### config.mk
export PLATFORM = sky130hd
export DESIGN_NAME = rx_bit_timer
export DESIGN_NICKNAME = d
export VERILOG_FILES = /design/src/rtl/rx_bit_timer.sv
export SDC_FILE = /design/constraint.sdc
export NUM_CORES = 1
export LEC_CHECK = 0
export CORE_UTILIZATION = 39
export DETAILED_ROUTE_END_ITERATION = 12
export PLACE_DENSITY = 0.67
export SETUP_SLACK_MARGIN = 0.1
export SYNTH_ARGS = -nofsm -noshare
export SYNTH_HDL_FRONTEND = slang
export SYNTH_SLANG_ARGS = --single-unit
export TNS_END_PERCENT = 10
### constraint.sdc
create_clock -name clk -period 2.1 [get_ports clk]
set_input_delay 0.42 -clock clk [delete_from_list [all_inputs] [get_ports clk]]
set_output_delay 0.42 -clock clk [all_outputs]
set_load 0.01 [all_outputs]
### src/rtl/rx_bit_timer.sv
// Receive bit timer: verifies the start bit at its centre, then strobes
// once per bit period, checks the stop bit and flags done/error.
//
// Ports:
//   clk, n_rst          clock, async active-low reset
//   start_bit_detected  start edge seen by the detector (IDLE only)
//   serial_in           synchronized serial line
//   abort               synchronous abort back to IDLE
//   cycles_per_bit      clocks per bit (<2 treated as 2), latched at start
//   bits_per_frame      strobes per frame incl. stop (0 treated as 1)
//   sample_strobe       one-cycle pulse at each bit centre
//   frame_done          one-cycle pulse after the last strobe
//   frame_error         stop bit of the last frame was 0
//   busy                not idle
module rx_bit_timer #(
    parameter int CNT_BITS     = 4,
    parameter int BIT_CNT_BITS = 4
) (
    input  logic                    clk,
    input  logic                    n_rst,
    input  logic                    start_bit_detected,
    input  logic                    serial_in,
    input  logic                    abort,
    input  logic [CNT_BITS-1:0]     cycles_per_bit,
    input  logic [BIT_CNT_BITS-1:0] bits_per_frame,
    output logic                    sample_strobe,
    output logic                    frame_done,
    output logic                    frame_error,
    output logic                    busy
);

    localparam logic [1:0] IDLE = 2'd0;
    localparam logic [1:0] HALF = 2'd1;
    localparam logic [1:0] BITS = 2'd2;
    localparam logic [1:0] DONE = 2'd3;

    logic [1:0]              state;
    logic [CNT_BITS-1:0]     cyc_cnt;
    logic [BIT_CNT_BITS-1:0] bit_cnt;
    logic [CNT_BITS-1:0]     cpb_q;
    logic [BIT_CNT_BITS-1:0] nbits_q;

    logic [CNT_BITS-1:0]     cpb_in;
    logic [BIT_CNT_BITS-1:0] nbits_in;
    logic [CNT_BITS-1:0]     half;
    logic [CNT_BITS-1:0]     cyc_bits_nxt;
    logic                    cyc_roll;
    logic                    half_hit;
    logic                    bit_last;

    always_comb begin
        cpb_in = cycles_per_bit;
        if (cycles_per_bit < CNT_BITS'(2)) begin
            cpb_in = CNT_BITS'(2);
        end
        nbits_in = bits_per_frame;
        if (bits_per_frame == '0) begin
            nbits_in = BIT_CNT_BITS'(1);
        end
    end

    assign half     = cpb_q >> 1;
    assign half_hit = (cyc_cnt == half - CNT_BITS'(1));

    // Bit-period counter runs 1..cpb; the edge on which it reaches
    // cpb is the bit centre.
    always_comb begin
        cyc_bits_nxt = cyc_cnt + CNT_BITS'(1);
        if (cyc_cnt == cpb_q) begin
            cyc_bits_nxt = CNT_BITS'(1);
        end
    end

    assign cyc_roll = (cyc_bits_nxt == cpb_q);
    assign bit_last = (bit_cnt == nbits_q - BIT_CNT_BITS'(1));

    always_ff @(posedge clk or negedge n_rst) begin
        if (!n_rst) begin
            state         <= IDLE;
            cyc_cnt       <= '0;
            bit_cnt       <= '0;
            cpb_q         <= '0;
            nbits_q       <= '0;
            sample_strobe <= 1'b0;
            frame_done    <= 1'b0;
            frame_error   <= 1'b0;
            busy          <= 1'b0;
        end else begin
            sample_strobe <= 1'b0;
            frame_done    <= 1'b0;
            if (abort) begin
                state   <= IDLE;
                cyc_cnt <= '0;
                bit_cnt <= '0;
                busy    <= 1'b0;
            end else begin
                unique case (state)
                    IDLE: begin
                        busy <= 1'b0;
                        if (start_bit_detected) begin
                            state       <= HALF;
                            cpb_q       <= cpb_in;
                            nbits_q     <= nbits_in;
                            cyc_cnt     <= '0;
                            bit_cnt     <= '0;
                            frame_error <= 1'b0;
                            busy        <= 1'b1;
                        end
                    end
                    HALF: begin
                        if (half_hit) begin
                            cyc_cnt <= '0;
                            if (serial_in) begin
                                // False start: line back high mid-bit.
                                state <= IDLE;
                                busy  <= 1'b0;
                            end else begin
                                state <= BITS;
                            end
                        end else begin
                            cyc_cnt <= cyc_cnt + CNT_BITS'(1);
                        end
                    end
                    BITS: begin
                        cyc_cnt <= cyc_bits_nxt;
                        if (cyc_roll) begin
                            sample_strobe <= 1'b1;
                            bit_cnt <= bit_cnt + BIT_CNT_BITS'(1);
                            if (bit_last) begin
                                frame_error <= ~serial_in;
                                state       <= DONE;
                            end
                        end
                    end
                    DONE: begin
                        // busy stays high for this cycle and drops
                        // on the following IDLE edge.
                        frame_done <= 1'b1;
                        state      <= IDLE;
                        cyc_cnt    <= '0;
                        bit_cnt    <= '0;
                    end
                    default: begin
                        state <= IDLE;
                    end
                endcase
            end
        end
    end

endmodule

# == After elaboration in Yosys (flattened, before gate mapping) ==
# Cells that the tools add are included.
# op_classes
n_eq_ne,15
n_mux,31
reduce_logical,10
order_cmp,1
add_sub_neg,4
bitwise_logic,2
# op_table
operator,count
$mux W4,8
$eq A4 B4 Y1,4
$pmux W4 S4,1
$ne A3 B3 Y1 const B,5
$mux W1,12
$mux W2,6
$pmux W4 S3,1
$reduce_and A3 Y1,3
$add A4 B1 Y4 const B,2
$pmux W2 S4,1
$ne A2 B2 Y1 const B,3
$reduce_and A5 Y1,1
$eq A2 B2 Y1 const B,2
$logic_not A4 Y1,1
$lt A4 B2 Y1 const B,1
$pmux W1 S2,2
$reduce_and A4 Y1,1
$reduce_bool A4 Y1,1
$sub A3 B1 Y4 const B,1
$sub A4 B1 Y4 const B,1
$reduce_bool A3 Y1,1
$eq A2 B1 Y1 const B,1
$logic_not A2 Y1,1
$not A1 Y1,2
$reduce_bool A2 Y1,1
# word_totals
out_inout_bits,4
regBits,22
wordCells,72
in_bits,13

# == Longest topological paths before layout ==
# depth
depth_word,6
ltp_mapped,9

# == Least setup slack after synthesis ==
# No wires, ideal clock.
# synth_timing
path_type,register -> register
startpoint,reg cyc_cnt[1]
endpoint,reg bit_cnt[3]
arrival_time_ps,2138
path_buffers,0
path_stages_with_launch,8
path_slack_ps,-107
setup_time_ps,69
required_ps,2031
path_cell_list,dfrtp_1 > ha_1 > xor2_1 > or2_0 > a211o_1 > a21o_4 > or4_1 > nand3_1
# synth_via
elab_chain_len,5
# synth_lines
element,line,text
start: declaration,38,logic [CNT_BITS-1:0] cyc_cnt;
start signal: assignment,121,cyc_cnt <= cyc_cnt + CNT_BITS'(1);
start signal: assignment,125,cyc_cnt <= cyc_bits_nxt;
$add A4 B1 Y4 / $eq A4 B4 Y1 (equally long branches),"68, 69",
$mux W4 *,69,if (cyc_cnt == cpb_q) begin
$eq A4 B4 Y1 *,74,assign cyc_roll = (cyc_bits_nxt == cpb_q);
$ne A3 B3 Y1 (no source line) *,n/a,
$reduce_and A3 Y1 (no source line) *,n/a,
end signal: assignment,128,bit_cnt <= bit_cnt + BIT_CNT_BITS'(1);
end: declaration,39,logic [BIT_CNT_BITS-1:0] bit_cnt;
# Every way passes the cells marked *; elsewhere a longest branch is shown, timed or not.
# A chain may end at the register's enable or synchronous reset.

# == Final worst setup path ==
# Ends and elaborated chain as after synthesis.

==> flow_summary.yaml <==
worst_setup_path:
  r2r-start: "cyc_cnt[1]"
  crit_arrival_ns: 2.31
  critPathMaxFanout: 5
  critical_path.startpoint_type: "flip-flop"
  cp_slowest_cell: "or4_4"
  critPathKind: "reg2reg"
  rrSetupSlack_ns: -0.02
  startpoint_of_the_worst_setup_timing_path: "cyc_cnt[1]"
  critical_path.cell_chain: "ha_2 -> xor2_1 -> or2_0 -> a211o_1 -> a21o_4 -> or4_4 -> nand3_1"
  critical-path-max-stage-delay_ns: 0.47
  cp-endpoint: "bit_cnt[3]"
  worstSetupEndpointType: "flip-flop"
  required_ns: 2.29
  critical_path.reg2reg.endpoint: "bit_cnt[3]"
  worst-r2r-cell-count: 7
detailed_routing:
  finalWirelength_um: 3440
  routed-via-count: 1307
  firstDrtPassIters: 4
  detail_route.wl_per_cell_um: 14.1
  first_iter_violations: 64
  vias_per_cell: 5.36
  post-route-drc-count: 0
  antenna_violating_nets_post_route: 0
global_route:
  met1_usage: 0.235
  globalRouteTotalUtil: 0.187
  grt_use_met2: 0.338
  grt_start_max_net_pins: 23
  total_gr_overflow: 0
  grt_pass1_wl_um: 6040
  via_count_of_the_first_global_routing_pass: 1316
  gr-usage-met3: 0.0196
  gr-max-usage-layer: "met2"
  grt_antenna_before_repair: 0
timing:
  total_count_of_hold_check_failures_in_the_final_report: 0
  fin_crit_sh: 1.01
  postLayoutSetupSlackWorst_ns: -0.0174
  worst_pin_slew_ns: 0.362
  setup_total_negative_slack_ns: -0.0196
  slew_viol_final: 0
  max_freq_ghz: 0.472
  min_tclk_post_route_ns: 2.12
  grt_setup_unrepaired: "yes"
  hold-worst-slack_ns: 0.514
  setup_viol_count_final: 3
  maxSlewHeadroom: 0.756
  largest_clock_skew_in_the_final_design_ns: 0.00122
pwr:
  seq_power_share: 0.334
  cellLeakagePower_nw: 0.851
  power.clock.fraction: 0.169
  p_switching_uw: 663
  cellInternalPower_mw: 1.15
  vdd.ir_drop.worst_mv: 0.557
  p_per_area_nw_per_um2: 921
  switching_share: 0.366
  finalPower_mw: 1.81
  p_comb_frac: 0.497
floorplanning:
  die_height_um: 64.3
  core.rowCount: 22
  dieArea_um2: 4130
  placeableCoreArea_um2: 3690
  die_x_um: 64.3
  top_level_ports: 17
  starting_density_of_the_core: 0.410
clock_tree:
  cts_hold_repair.buffers: 0
  cts-htree-levels: 1
  clkSinkCount: 22
  tritoncts: "built"
  clk_path_buf_depth: 2
  clkSlewWorstSetupHoldPaths_ns: 0.08
  worstSkewPairLatency_ns: 0.26
  cts_buffers: 3
  root_buffer: "clkbuf_8"
yosys:
  post_synthesis_cell_count: 160
  synth_commonest_cells: "dfrtp_1, xnor2_1, a21oi_1, inv_1, nor2_1"
  synthesis.area_um2: 1510
  sequential_share_of_the_synthesized_area: 0.364
  yosysTopAreaCell: "dfrtp_1"
  ys_types: 44
  ys.warnings.count: 0
  yosys_register_bits: 22
  syn-num-nets: 182
  synth_top_area_frac: 0.364
  synth_enable_flop_cells: 0
  synth_async_sr_flop_share: 1.00
  per_instance_average_area_after_synthesis_um2: 9.45
  postSynth.topFlopCell: "dfrtp_1"
  synth_area_leaders: "dfrtp_1, ha_1, xnor2_1"
  post-synth-top-count-cell: "dfrtp_1"
hold_path:
  min-delay-path-class: "in2async"
run_status:
  run_status: "finished with violations"
  failed_checks: "negative setup slack"
layout:
  insertedDiodeCount: 0
  nets: 219
  share_of_layout_cells_above_drive_strength_1: 0.235
  syn2layout_area_growth_pct: 30.2
  stdcell_count: 244
placement:
  detailed_place_hpwl_um: 2600
  port-buffer-count: 16
  post-place-cells: 237
  gp_congestion: 0.832
flow_run:
  max_cap_viol_count: 0
-- critical path: cells and delay by family (launching register included) --
kind            cells  cell delay, ns
simple gates        3            0.77
compound gates      2            0.55
flops               1            0.39
fa+ha+maj           1            0.20
xor+xnor            1            0.16
-- layout by cell type (no fill, tap or decap), drive strengths merged, types with 3 or more instances in the layout --
master         Yosys  routed
clkdlybuf4s50      0      16
clkbuf             3       4
mux2               5       5
inv               10      10
or4                3       3
a21oi             10      10
xnor2             12      12
o21ai              7       7
nand2              8       8
nor2              10      10
nand2b             6       6
buf                3      21
nor3               7       7
nor2b              5       5
nand3              4       4
a21o               4       5
xor2               4       4
dfrtp             22      22
ha                 9       9
-- per-layer routing --
layer	up-vias	part of all wire
li1	639	-
met1	642	0.44
met2	24	0.52
met3	2	0.029
met4	0	0.0044
met5	-	0
-- worst min-delay path by stage --
stage / start / end / slack [ns] / cells after the start
6_report: n_rst / cyc_cnt[3] / 0.51 / 2
5_1_grt: n_rst / frame_done / 0.54 / 2
4_1_cts: n_rst / cyc_cnt[3] / 0.52 / 2
3_5_place_dp: nbits_q[1] / nbits_q[1] / 0.55 / 1
3_3_place_gp: nbits_q[3] / nbits_q[3] / 0.53 / 1
2_1_floorplan: n_rst / bit_cnt[0] / 0.12 / 0
-- sequential cells by signal, indices dropped and copies added (netlist names) --
| name | flops |
|---|---|
| cpb_q | 4 |
| bit_cnt | 4 |
| state | 2 |
| busy | 1 |
| cyc_cnt | 4 |
| nbits_q | 4 |
| frame_done | 1 |
| frame_error | 1 |
| sample_strobe | 1 |
-- final cells by class --
class | instances | area [um2]
repair buffers | 37 | 325
well taps | 48 | 60.1
flip-flops and latches | 22 | 553
multi-input cells | 123 | 937
fillers | 346 | 1720
clock buffers | 4 | 55.1
inverters | 10 | 37.5
-- kinds of logic after synthesis --
logic type / after synthesis / synth area share
AO/OA/AOI/OAI: 37 / 0.179
XOR/XNOR: 16 / 0.0927
adder cells (fa/ha/maj): 9 / 0.0745
buffers and inverters: 16 / 0.0505
flip-flops: 22 / 0.364
multiplexers: 7 / 0.0505
AND/OR/NAND/NOR: 53 / 0.189
-- stage by stage --
step	utilization	worst slack [ns]	area (um2)
detailed placement	0.498	-0.0725	1840
global route	0.534	-0.0762	1970
global placement	0.498	0.0258	1840
finish	0.534	-0.0174	1970
floorplan	-	-0.0203	1510
CTS	0.527	-0.0445	1940
-- power by group through the flow --
stage	logic (mW)	registers, mW	clock network, mW
after global placement	0.813	0.598	0
after global routing	0.988	0.623	0.337
after detailed placement	0.835	0.605	0
final	0.901	0.605	0.306
after floorplan	0.560	0.600	0
after CTS	0.880	0.599	0.314
-- timing repair --
action                     in CTS  in global routing
setup endpoints to repair       8                  9
buffers inserted                2                  0
pin swaps                       5                  5
cloned                          1                  0
resized for setup               8                  6
(Power assumes the default switching activity.)
